--- config.mk ---
export PLATFORM = sky130hd
export DESIGN_NAME = spi_uart_bridge
export DESIGN_NICKNAME = d
export VERILOG_FILES = /design/src/rtl/spi_uart_pkg.sv /design/src/rtl/spi_uart_bridge_shift16.sv /design/src/rtl/spi_uart_bridge.sv
export SDC_FILE = /design/constraint.sdc
export NUM_CORES = 1
export LEC_CHECK = 0
export ABC_AREA = 1
export CORE_AREA = 2 2 86 88
export DETAILED_ROUTE_END_ITERATION = 7
export DIE_AREA = 0 0 88 90
export PLACE_DENSITY = 0.76
export SETUP_SLACK_MARGIN = 0.3
export SYNTH_ARGS = -nofsm -noshare
export SYNTH_HDL_FRONTEND = slang
export SYNTH_SLANG_ARGS = --single-unit
--- constraint.sdc ---
create_clock -name MCLK_IN -period 2.3 [get_ports MCLK_IN]
set_input_delay 0.345 -clock MCLK_IN [delete_from_list [all_inputs] [get_ports MCLK_IN]]
set_output_delay 0.345 -clock MCLK_IN [all_outputs]
set_load 0.05 [all_outputs]
--- src/rtl/spi_uart_pkg.sv ---
// spi_uart_pkg: shared states, command words and response bit positions for the SPI UART bridge
package spi_uart_pkg;
  typedef enum logic [1:0] {INIT, IDLE, XFER, DONE} state_t;
  localparam logic [1:0] CMD_CONFIG_HI = 2'b11;
  localparam logic [1:0] CMD_WRITE_HI = 2'b10;
  localparam logic [15:0] CMD_READ = 16'h0000;
  localparam int R_BIT = 15;
  localparam int T_BIT = 14;
endpackage

--- src/rtl/spi_uart_bridge_shift16.sv ---
// spi_shift16: SCLK divider and 16-bit full-duplex mode-0 shifter, NCS low for 36 half-periods plus a 2 half-period gap before done
module spi_shift16 #(
  parameter int SCLK_DIV = 4
) (
  input  logic        MCLK_IN,
  input  logic        RESET_IN,
  input  logic        start,
  input  logic [15:0] tx_word,
  input  logic        miso,
  output logic        done,
  output logic [15:0] rx_word,
  output logic        sclk,
  output logic        mosi,
  output logic        ncs
);
  localparam int DW = (SCLK_DIV > 1) ? $clog2(SCLK_DIV) : 1;
  logic          active;
  logic [DW-1:0] dc;
  logic [5:0]    hc;
  logic [5:0]    nh;
  logic [15:0]   tx_sh;
  assign nh = hc + 6'd1;
  always_ff @(posedge MCLK_IN) begin
    if (RESET_IN) begin
      active  <= 1'b0;
      dc      <= '0;
      hc      <= '0;
      tx_sh   <= '0;
      rx_word <= '0;
      sclk    <= 1'b0;
      mosi    <= 1'b0;
      ncs     <= 1'b1;
      done    <= 1'b0;
    end else begin
      done <= 1'b0;
      if (!active) begin
        if (start) begin
          active <= 1'b1;
          dc     <= '0;
          hc     <= '0;
          ncs    <= 1'b0;
          mosi   <= tx_word[15];
          tx_sh  <= {tx_word[14:0], 1'b0};
        end
      end else if (dc != DW'(SCLK_DIV - 1)) begin
        dc <= dc + 1'b1;
      end else begin
        dc <= '0;
        hc <= nh;
        if (nh < 6'd32 && nh[0]) begin
          sclk    <= 1'b1;
          rx_word <= {rx_word[14:0], miso};
        end
        if (nh <= 6'd32 && !nh[0]) begin
          sclk  <= 1'b0;
          mosi  <= tx_sh[15];
          tx_sh <= {tx_sh[14:0], 1'b0};
        end
        if (nh == 6'd36) ncs <= 1'b1;
        if (nh == 6'd38) begin
          active <= 1'b0;
          done   <= 1'b1;
        end
      end
    end
  end
endmodule

--- src/rtl/spi_uart_bridge.sv ---
// spi_uart_bridge: turns bus-controller UART strobes into CONFIG/WRITE/READ SPI frames and returns busy/received status
module spi_uart_bridge
  import spi_uart_pkg::*;
#(
  parameter int          SCLK_DIV      = 4,
  parameter int          POLL_INTERVAL = 1024,
  parameter logic [15:0] CONFIG_WORD   = 16'hC00A
) (
  input  logic       MCLK_IN,
  input  logic       RESET_IN,
  input  logic       UART_SEND_TRIGGER_IN,
  input  logic [7:0] UART_SEND_BYTE_IN,
  input  logic       UART_RECEIVE_CAPTURE_IN,
  output logic       UART_SEND_BUSY,
  output logic       UART_RECEIVED,
  output logic [7:0] UART_RECEIVE_BYTE,
  output logic       SPI_SCLK,
  output logic       SPI_MOSI,
  input  logic       SPI_MISO_IN,
  output logic       SPI_NCS
);
  localparam int PW = $clog2(POLL_INTERVAL) + 1;
  localparam logic [PW-1:0] POLL_MAX = PW'(POLL_INTERVAL - 1);
  state_t        state, next;
  logic          start, done;
  logic [15:0]   word, cur_word, rx_word;
  logic          tx_empty, tx_empty_d, pending, pending_d, recv_d, busy_d;
  logic [7:0]    send_byte, byte_d, rxb_d;
  logic [PW-1:0] poll, poll_d;
  logic          trig_q, cap_q;
  logic          unused_rx;
  assign unused_rx = ^rx_word[13:8];
  spi_shift16 #(.SCLK_DIV(SCLK_DIV)) u_shift (
    .MCLK_IN (MCLK_IN),
    .RESET_IN(RESET_IN),
    .start   (start),
    .tx_word (word),
    .miso    (SPI_MISO_IN),
    .done    (done),
    .rx_word (rx_word),
    .sclk    (SPI_SCLK),
    .mosi    (SPI_MOSI),
    .ncs     (SPI_NCS)
  );
  always_comb begin
    next       = state;
    start      = 1'b0;
    word       = CMD_READ;
    pending_d  = pending;
    tx_empty_d = tx_empty;
    recv_d     = UART_RECEIVED;
    rxb_d      = UART_RECEIVE_BYTE;
    poll_d     = poll;
    byte_d     = send_byte;
    if (cap_q && !UART_RECEIVE_CAPTURE_IN) recv_d = 1'b0;
    if (UART_SEND_TRIGGER_IN && !trig_q && !UART_SEND_BUSY) begin
      pending_d = 1'b1;
      byte_d    = UART_SEND_BYTE_IN;
    end
    case (state)
      INIT: begin
        start = 1'b1;
        word  = {CMD_CONFIG_HI, CONFIG_WORD[13:0]};
        next  = XFER;
      end
      IDLE: begin
        if (pending && tx_empty) begin
          start = 1'b1;
          word  = {CMD_WRITE_HI, 6'b0, send_byte};
          next  = XFER;
        end else if (poll >= POLL_MAX && (!UART_RECEIVED || (pending && !tx_empty))) begin
          start = 1'b1;
          next  = XFER;
        end else begin
          poll_d = poll + PW'(poll != POLL_MAX);
        end
      end
      XFER: next = done ? DONE : XFER;
      default: begin
        next       = IDLE;
        poll_d     = '0;
        tx_empty_d = rx_word[T_BIT];
        if (cur_word[15:14] == CMD_WRITE_HI) begin
          pending_d  = 1'b0;
          tx_empty_d = 1'b0;
        end
        if (cur_word == CMD_READ && rx_word[R_BIT] && !recv_d) begin
          recv_d = 1'b1;
          rxb_d  = rx_word[7:0];
        end
      end
    endcase
    busy_d = pending_d | ~tx_empty_d | (next == INIT);
  end
  always_ff @(posedge MCLK_IN) begin
    if (RESET_IN) begin
      state             <= INIT;
      cur_word          <= '0;
      tx_empty          <= 1'b0;
      pending           <= 1'b0;
      send_byte         <= '0;
      poll              <= '0;
      trig_q            <= 1'b0;
      cap_q             <= 1'b0;
      UART_RECEIVED     <= 1'b0;
      UART_RECEIVE_BYTE <= '0;
      UART_SEND_BUSY    <= 1'b1;
    end else begin
      state             <= next;
      cur_word          <= start ? word : cur_word;
      tx_empty          <= tx_empty_d;
      pending           <= pending_d;
      send_byte         <= byte_d;
      poll              <= poll_d;
      trig_q            <= UART_SEND_TRIGGER_IN;
      cap_q             <= UART_RECEIVE_CAPTURE_IN;
      UART_RECEIVED     <= recv_d;
      UART_RECEIVE_BYTE <= rxb_d;
      UART_SEND_BUSY    <= busy_d;
    end
  end
endmodule

==> impl_metrics.env <==
export IMPL_via_per_inst=5.26
export IMPL_worst_slew_margin_rel_pct=61.4
export IMPL_routed_wl_mm=8.29
export IMPL_crit_path_cell_trace="clkdlybuf4s50_1"
export IMPL_crit_slowest_cell="clkdlybuf4s50_1"
export IMPL_routedWlPerCell_um=12.5
export IMPL_worstPathRequired_ps=1960
export IMPL_worstSetupPathType="reg -> out"
export IMPL_p_leak_nw=1.81
export IMPL_period_share_pct=81.5
export IMPL_outcome="completed"
export IMPL_fmax_mhz=534
export IMPL_route_detailed_drc=0
export IMPL_dpl_hpwl_mm=5.70
export IMPL_antenna_found_initial=0
export IMPL_peakVddDrop_mv=0.433
export IMPL_ctsRootBufferMaster="clkbuf_8"
export IMPL_drv_slew=0
export IMPL_crit_family="buffers and inverters"
export IMPL_start_util_pct=55.6
export IMPL_power_density_mw_per_mm2=669
export IMPL_synth_fp_nets=555
export IMPL_dpl_worst_slack_ps=357
export IMPL_dr_first_iter_drc_count=204
export IMPL_cts_hold_buffers=0
export IMPL_tns_ps=0
export IMPL_synth_ff_type="dfxtp_1"
export IMPL_met1_usage_pct=30.0
export IMPL_port_buffers=25
export IMPL_path_clk_slew_ps=90
export IMPL_num_vias=3483
export IMPL_multiInputGateArea_mm2=0.00180
export IMPL_regToRegStartpoint="poll[7]$_SDFFE_PP0P_"
export IMPL_grt_pass1_vias=3206
export IMPL_nets=576
export IMPL_ys_warn_count=0
export IMPL_whs_ps=478
export IMPL_grt_pass1_wl_mm=14.3
export IMPL_regArea_mm2=0.00178
export IMPL_die_x_um=88
export IMPL_cp_start_kind="flip-flop"
export IMPL_syn_avg_cell_area_um2=7.27
export IMPL_clock_latency_ps=360
export IMPL_seq_area_frac_synth_pct=45.7
export IMPL_synthCells=537
export IMPL_min_from="cur_word[2]$_SDFFE_PP0P_"
export IMPL_overflow=0
export IMPL_use_met2_pct=34.9
export IMPL_htree_levels=3
export IMPL_met3_usage_pct=3.40
export IMPL_cts_made_buffers=9
export IMPL_die_area_mm2=0.00792
export IMPL_rows=31
export IMPL_end_kind="output pin"
export IMPL_layout_setup_ws_ps=426
export IMPL_syn_area_mm2=0.00390
export IMPL_busiest_layer="met2"
export IMPL_area_growth_pct=14.0
export IMPL_grt_max_degree=33
export IMPL_max_cap_violations=0
export IMPL_arrival_ps=1530
export IMPL_crit_start="UART_RECEIVED$_SDFF_PP0_"
export IMPL_critPathMaxStageDelay_ps=820
export IMPL_pin_count=26
export IMPL_grtUsageTotal_pct=22.3
export IMPL_critPathBufInv=1
export IMPL_core_area_mm2=0.00702
export IMPL_cts_sinks=89
export IMPL_die_h_um=90
export IMPL_total_power_mw=2.98
export IMPL_worst_pin_slew_ps=578
export IMPL_synth_seq_cells=89
export IMPL_drive_gt1_share_pct=8.35
export IMPL_clock_path_buffers=2
export IMPL_finClkSkew_ps=11.9
export IMPL_drtAntennaViolNets=0
export IMPL_setup_viol_count_final=0
export IMPL_async_flop_share_pct=0
export IMPL_cts_tree="done"
export IMPL_place_congestion=0.844
export IMPL_fillers=626
export IMPL_diodes=0
export IMPL_min_path_type="reg -> reg"
export IMPL_first_pass_iters=4
export IMPL_finalHoldViolCount=0
export IMPL_synth_cell_types=31
export IMPL_synth_edf_count=0
export IMPL_crit_fanout=3
export IMPL_finalCriticalPeriod_ps=1870
export IMPL_grt_setup_unrepaired="true"
[state kept, by name (all words and copies together) (netlist names), 6 cells and up]
signal / flops
u_shift.tx_sh: 15
u_shift.hc: 6
UART_RECEIVE_BYTE: 8
send_byte: 8
cur_word: 10
u_shift.rx_word: 16
poll: 11
[power by group]
part / internal (mW) / leakage [nW] / switching, mW
logic: 0.0684 / 0.976 / 0.111
clock network: 0.624 / 0.115 / 0.587
registers: 1.57 / 0.722 / 0.0184
total: 2.26 / 1.81 / 0.717
[cells in the final DEF (no fill, tap or decap), types with 2 or more instances in the layout]
| cell | count |
|---|---|
| clkbuf_8 | 9 |
| bufinv_16 | 2 |
| o22ai_1 | 4 |
| nand4_1 | 5 |
| a31oi_1 | 2 |
| ha_2 | 2 |
| nand2_1 | 82 |
| inv_1 | 52 |
| inv_6 | 3 |
| a21oi_1 | 35 |
| nand2_2 | 3 |
| nor2_2 | 2 |
| xor2_1 | 6 |
| nand3_2 | 3 |
| o21ai_0 | 49 |
| nor2_4 | 2 |
| nand3b_1 | 6 |
| nor3_1 | 2 |
| dfxtp_1 | 89 |
| inv_2 | 3 |
| nand3_1 | 50 |
| ha_1 | 3 |
| clkdlybuf4s50_1 | 25 |
| nor2_1 | 102 |
| nand2_4 | 3 |
| buf_4 | 9 |
[logic make-up after synthesis]
logic type,Yosys count,synth area share (%)
AO/OA/AOI/OAI,92,12.2
XOR/XNOR,7,1.57
adder cells (fa/ha/maj),5,1.60
buffers and inverters,79,8.98
flip-flops,89,45.7
AND/OR/NAND/NOR,265,30.0
[through the flow]
stage	cells	utilization, %	cell area [um2]
after floorplan	537	-	3900
after global placement	646	59.8	4200
final	662	63.4	4450
after CTS	662	63.0	4420
after detailed placement	646	59.8	4200
after global routing	662	63.4	4450
[worst min-delay path, cell delays in order, from the launching register on]
cell and delay [ps]:
dfxtp_1 320, nand2_1 60, a21oi_1 50
[path summary, 6_finish.rpt]
| kind | end | slack (ps) | cells after the start |
|---|---|---|---|
| min reg2reg | cur_word[2]$_SDFFE_PP0P_ | 480 | 2 |
| max reg2reg | poll[8]$_SDFFE_PP0P_ | 430 | 11 |
| min | cur_word[2]$_SDFFE_PP0P_ | 480 | 2 |
| max | UART_RECEIVED | 430 | 1 |
[routing by layer]
metal,routed length (um),vias up
li1,-,1771
met5,0,-
met2,3940,78
met1,3880,1622
met3,307,12
met4,164,0
[repair_timing]
item	in CTS	in global routing
setup endpoints to repair	0	16
hold endpoints to repair	0	0
buffers inserted	0	0
gates resized for setup	0	6
[Yosys cell counts, types with 6 or more instances]
library cell / n / area, um2
nor2_1: 103 / 387
dfxtp_1: 89 / 1780
nand2_1: 82 / 308
inv_1: 52 / 195
nand3_1: 51 / 255
o21ai_0: 49 / 245
a21oi_1: 35 / 175
clkbuf_1: 10 / 37.5
buf_2: 7 / 35.0
nand3b_1: 6 / 45.0
xor2_1: 6 / 52.6
[cell type report]
cell class	instances	share of cell area [%]
tap	99	2.78
clock buffer	9	2.78
multi-input combinational	369	40.4
clock inverter	7	2.25
sequential	89	40.0
timing repair buffer	34	7.14
inverter	55	4.64
No activity file was read; power rests on OpenSTA's default activity.
